===== src/rtl/seg_bcd_converter.sv =====
// Sequential binary-to-BCD converter (shift-and-add-3) feeding the 7-segment driver.
// out_bcd/overflow only change on the completion edge, so the display never shows partial results.
module seg_bcd_converter #(
    parameter int IN_WIDTH = 32,
    parameter int DIGITS   = 8
) (
    input  logic                  clk,
    input  logic                  resetn,
    input  logic                  in_valid,
    output logic                  in_ready,
    input  logic [IN_WIDTH-1:0]   in_value,
    output logic [4*DIGITS-1:0]   out_bcd,
    output logic                  out_valid,
    output logic                  overflow
);

    localparam int CW = (IN_WIDTH > 1) ? $clog2(IN_WIDTH) : 1;
    localparam int BW = 4 * DIGITS;

    typedef enum logic {
        IDLE,
        CONV
    } state_t;

    state_t              state_q, state_d;
    logic [IN_WIDTH-1:0] shift_q, shift_d;
    logic [BW-1:0]       scratch_q, scratch_d;
    logic [CW-1:0]       bitCount_q, bitCount_d;
    logic                sticky_q, sticky_d;
    logic [BW-1:0]       outBcd_q, outBcd_d;
    logic                outValid_q, outValid_d;
    logic                overflow_q, overflow_d;
    logic [BW-1:0]       adjusted;

    // Each digit is corrected independently; a carry out of one digit never ripples into the next.
    always_comb begin
        adjusted = scratch_q;
        for (int i = 0; i < DIGITS; i++) begin
            if (scratch_q[4*i +: 4] >= 4'd5) begin
                adjusted[4*i +: 4] = scratch_q[4*i +: 4] + 4'd3;
            end
        end
    end

    always_comb begin
        state_d    = state_q;
        shift_d    = shift_q;
        scratch_d  = scratch_q;
        bitCount_d = bitCount_q;
        sticky_d   = sticky_q;
        outBcd_d   = outBcd_q;
        outValid_d = 1'b0;
        overflow_d = overflow_q;
        in_ready   = 1'b0;

        case (state_q)
            IDLE: begin
                in_ready = 1'b1;
                if (in_valid) begin
                    shift_d    = in_value;
                    scratch_d  = '0;
                    sticky_d   = 1'b0;
                    bitCount_d = CW'(IN_WIDTH - 1);
                    state_d    = CONV;
                end
            end
            CONV: begin
                // A bit leaving the top digit means the value needs more than DIGITS digits.
                scratch_d  = {adjusted[BW-2:0], shift_q[IN_WIDTH-1]};
                shift_d    = shift_q << 1;
                sticky_d   = sticky_q | adjusted[BW-1];
                bitCount_d = bitCount_q - CW'(1);
                if (bitCount_q == '0) begin
                    outBcd_d   = sticky_d ? '1 : scratch_d;
                    overflow_d = sticky_d;
                    outValid_d = 1'b1;
                    state_d    = IDLE;
                end
            end
            default: begin
                state_d = IDLE;
            end
        endcase
    end

    always_ff @(posedge clk or negedge resetn) begin
        if (!resetn) begin
            state_q    <= IDLE;
            shift_q    <= '0;
            scratch_q  <= '0;
            bitCount_q <= '0;
            sticky_q   <= 1'b0;
            outBcd_q   <= '0;
            outValid_q <= 1'b0;
            overflow_q <= 1'b0;
        end else begin
            state_q    <= state_d;
            shift_q    <= shift_d;
            scratch_q  <= scratch_d;
            bitCount_q <= bitCount_d;
            sticky_q   <= sticky_d;
            outBcd_q   <= outBcd_d;
            outValid_q <= outValid_d;
            overflow_q <= overflow_d;
        end
    end

    assign out_bcd   = outBcd_q;
    assign out_valid = outValid_q;
    assign overflow  = overflow_q;

endmodule


===== config.mk =====
export PLATFORM = sky130hd
export DESIGN_NAME = seg_bcd_converter
export DESIGN_NICKNAME = d
export VERILOG_FILES = /design/src/rtl/seg_bcd_converter.sv
export SDC_FILE = /design/constraint.sdc
export NUM_CORES = 1
export LEC_CHECK = 0
export CAP_MARGIN = 15
export CORE_MARGIN = 2
export CORE_UTILIZATION = 50
export DETAILED_ROUTE_END_ITERATION = 7
export HOLD_SLACK_MARGIN = 0.12
export PLACE_DENSITY = 0.74
export SLEW_MARGIN = 10
export SYNTH_ARGS = -nofsm -noshare
export SYNTH_HDL_FRONTEND = slang
export SYNTH_SLANG_ARGS = --single-unit

===== constraint.sdc =====
create_clock -name clk -period 2.84 [get_ports clk]
set_clock_uncertainty 0.2 [all_clocks]
set_input_delay 0.426 -clock clk [delete_from_list [all_inputs] [get_ports clk]]
set_output_delay 0.426 -clock clk [all_outputs]
set_load 0.02 [all_outputs]

==> out/summary.md <==
STA puts the critical path data required time at 2210 ps. The share of the clock period used by the worst path was 0.829; the sequential share of the synthesized area was 0.528. The effective utilization at floorplan is 0.512. In this run the post-CTS setup repair buffer count came out at 0.

Clock-pin slew was measured on the worst setup and hold paths at 100 ps. Clock power share: 0.139. The tools report the placement row count as 36. Among all cell types in the netlist, the one instantiated most often is sky130_fd_sc_hd__dfrtp_1.

The met1 track demand over resource is 0.223. By area the synthesized netlist is led by sky130_fd_sc_hd__dfrtp_1 (53%), sky130_fd_sc_hd__mux2i_1 (6.4%), sky130_fd_sc_hd__nand2_1 (4.8%). For the remaining number of nets flagged by the antenna check after routing, the log shows 0.

The proportion of power drawn by flip-flops and latches came out at 0.401. Number of design-rule violations left by the first detailed-router iteration: 149. The startpoint identified for the worst register-to-register timing path is scratch_q[28]$_DFFE_PN0P_. Fraction of synthesized cell area taken by the top area cell type: 0.528.

For the initial antenna violation count, the log shows 0. The met2 usage in global routing is 0.321, and the count of maximum capacitance violations is 0. The tools report the maximum vdd drop as 0.417 mV.

The class of the worst hold path is register to register. The logs give 23 for the number of library cell types mapped by synthesis and 0.0548 for the met3 routing resource usage after global routing. The logs give 6290 um for the half-perimeter wire length of the detailed placement result and 0 ps for the final-layout setup total negative slack. The headroom to the max-slew limit was 0.581. The number of synthesis warnings was 0; the reported leakage power was 2.52 nW. The synthesized netlist net count was 547.

Traced cell by cell, the critical path runs through inv_2 -> clkdlybuf4s50_1. The post-synthesis sequential element count is 105, and the worst path arrival time is 1730 ps. For the die area, the log shows 10800 um^2. The largest individual stage delay along the critical path comes from the cell sky130_fd_sc_hd__clkdlybuf4s50_1. The total area inside the core boundary comes to 9730 um^2.

The via count of the first global-routing pass came out at 3689. The number of max-slew violations in the final report came out at 0. The final core utilization is 0.611, and the synthesized area is 4980 um^2. The vertical die dimension was 104 um.

The logic gate share of total power is 0.459. The share of synthesized flip-flops with an asynchronous set or reset is 1.00, and the peak clock frequency supported by timing is 425 MHz. The first global-routing pass estimated 16500 um of wire. The longest clock path from root to sink contains 2 buffers. The flow ran to the end, and the final reports show no timing, DRC or antenna violations. The post-synthesis cell count was 495.

Horizontal die dimension: 104 um. After detailed routing, the number of remaining DRC violations is 0. The ratio of routed vias to standard cells was 5.42. In the synthesized netlist the dominant register cell turns out to be sky130_fd_sc_hd__dfrtp_1.

The fraction of final layout cells with drive strength greater than 1 was 0.0667; the count of cells along the worst register-to-register path was 7. The count of clock tree sinks came out at 105. For this run, the post-layout net count is 602.

TritonCTS built the clock tree. The smallest clock period supported by the final layout is computed as 2350 ps. The worst-path maximum fanout is 20, and the global placement routability congestion is 0.779. For this run, the slowest stage of the critical path takes 680 ps. The critical path class was register to primary output.

Entering global routing, the biggest net connects 77 pins. In the final routed layout, each cell accounts on average for 13.6 um. By count the netlist is led by sky130_fd_sc_hd__dfrtp_1 (105), sky130_fd_sc_hd__nand2_1 (64), sky130_fd_sc_hd__o21ai_0 (39). The reg-to-reg endpoint is out_bcd[14]$_DFFE_PN0P_. For this block, the routed nets add up to 9340 um of wire. 0 antenna diodes ended up in the layout. The logs give 0.185 for the total routing resource utilization after global routing and 5 for the number of detailed-routing iterations run before antenna repair. Total of endpoints with negative setup slack in the final report: 0. The internal power of the cells totals 4.02 mW.

The worst setup path is captured at a primary output. The routed layout has 3729 vias. In this run the power spent charging and discharging nets is 2.60 mW. In this run the most critical hold path is launched from shift_q[1]$_DFFE_PN0P_.

The count of buffers added on input and output ports is 69. The area growth from synthesis to layout came out at 19.4%. met2 is the most crowded layer. The worst setup path is launched from a register. The final hold slack is 294 ps, and the number of hold violations in the final report is 0. The cell type contributing the most total cell area after synthesis was sky130_fd_sc_hd__dfrtp_1.

The worst register-to-register path has a setup slack of 790 ps. The worst hold path terminates at shift_q[2]$_DFFE_PN0P_. The later pin in the worst-skew pair is clocked with a latency of 360 ps.

The number of enable flip-flop cells after synthesis is 0, and the number of cells traversed by the worst hold path is 2. Transition time of the tightest slew-check pin: 629 ps. After global routing the overflow that remains totals 0. Number of buffers created by CTS: 9. Setup repair after global routing left no endpoint under its margin. The switching portion of total power was 0.393.

The clock tree root buffer cell was sky130_fd_sc_hd__clkbuf_8. The number of placed I/O pins was 70. For this design the ratio of total power to cell area is 1110 nW/um^2.

In this run the number of H-tree levels came out at 3. In this run the mean area of a mapped cell was 10.1 um^2.
critical path: cells and delay by family, from the launching register on:
kind / cells / cell delay, ps
flops: 1 / 420
buf+inv: 2 / 950
worst max path at each step:
| stage | start | slack [ps] | cells past startpoint | to |
|---|---|---|---|---|
| floorplan | bitCount_q[0]$_DFFE_PN0P_ | 1030 | 7 | out_bcd[13]$_DFFE_PN0P_ |
| global placement | state_q$_DFF_PN0_ | 890 | 2 | in_ready |
| detailed placement | scratch_q[28]$_DFFE_PN0P_ | 820 | 7 | out_bcd[14]$_DFFE_PN0P_ |
| CTS | state_q$_DFF_PN0_ | 460 | 2 | in_ready |
| global route | state_q$_DFF_PN0_ | 380 | 2 | in_ready |
| finish | state_q$_DFF_PN0_ | 490 | 2 | in_ready |
timing repair:
item | in CTS | in global routing
gates resized for setup | 0 | 0
hold buffers | 1 | 0
hold endpoints to repair | 51 | 0
sequential cells by signal, summed over array words and instances (netlist names):
signal and cells:
sticky_q 1, shift_q 32, state_q 1, bitCount_q 5, out_valid 1, scratch_q 32, overflow 1, out_bcd 32
layer usage:
layer	vias to the layer above	routed length (um)
li1	1840	-
met1	1772	4180
met2	104	4450
met3	13	554
met4	0	150
met5	-	0
cell type report:
type                    instances  area [um^2]
fillers                       839         3780
flip-flops and latches        105         2630
multi-input cells             336         2090
repair buffers                 78          791
well taps                     133          166
clock buffers                  10          128
inverters                      20         75.1
clock inverters                 6         67.6
layout by cell type (no fill, tap or decap), types with 11 or more instances in the layout:
| master | Yosys | routed |
|---|---|---|
| sky130_fd_sc_hd__nor3b_1 | 15 | 15 |
| sky130_fd_sc_hd__nor2_1 | 37 | 37 |
| sky130_fd_sc_hd__clkdlybuf4s50_1 | 0 | 67 |
| sky130_fd_sc_hd__dfrtp_1 | 105 | 104 |
| sky130_fd_sc_hd__a31oi_1 | 32 | 32 |
| sky130_fd_sc_hd__a21oi_1 | 31 | 31 |
| sky130_fd_sc_hd__nand2_1 | 64 | 64 |
| sky130_fd_sc_hd__xnor2_1 | 11 | 11 |
| sky130_fd_sc_hd__o21ai_0 | 39 | 39 |
| sky130_fd_sc_hd__ha_1 | 17 | 17 |
| sky130_fd_sc_hd__mux2i_1 | 32 | 32 |
| sky130_fd_sc_hd__inv_1 | 20 | 19 |
| sky130_fd_sc_hd__o22ai_1 | 31 | 31 |
cells by family after synthesis:
group                    after synthesis  synth area share
flip-flops                           105             0.528
multiplexers                          40            0.0824
adder cells (fa/ha/maj)               17            0.0427
AND/OR/NAND/NOR                      133             0.122
AO/OA/AOI/OAI                        135             0.153
buffers and inverters                 54            0.0525
XOR/XNOR                              11            0.0194
through the flow:
step | instance area [um^2] | setup WS [ps] | total power, mW | instances
finish | 5950 | 487 | 6.63 | 688
global route | 5950 | 384 | 7.17 | 688
CTS | 5950 | 464 | 6.68 | 688
detailed placement | 5740 | 819 | 5.74 | 671
global placement | 5740 | 889 | 5.58 | 671
floorplan | 4980 | 1030 | 4.71 | 495
power groups by stage:
stage               combinational [mW]  sequential, mW  clock (mW)
floorplan                         1.83            2.88           0
global placement                  2.93            2.65           0
detailed placement                3.06            2.68           0
CTS                               3.07            2.66       0.949
global route                      3.40            2.76        1.01
finish                            3.04            2.66       0.924
No activity file was read; power rests on OpenSTA's default activity.
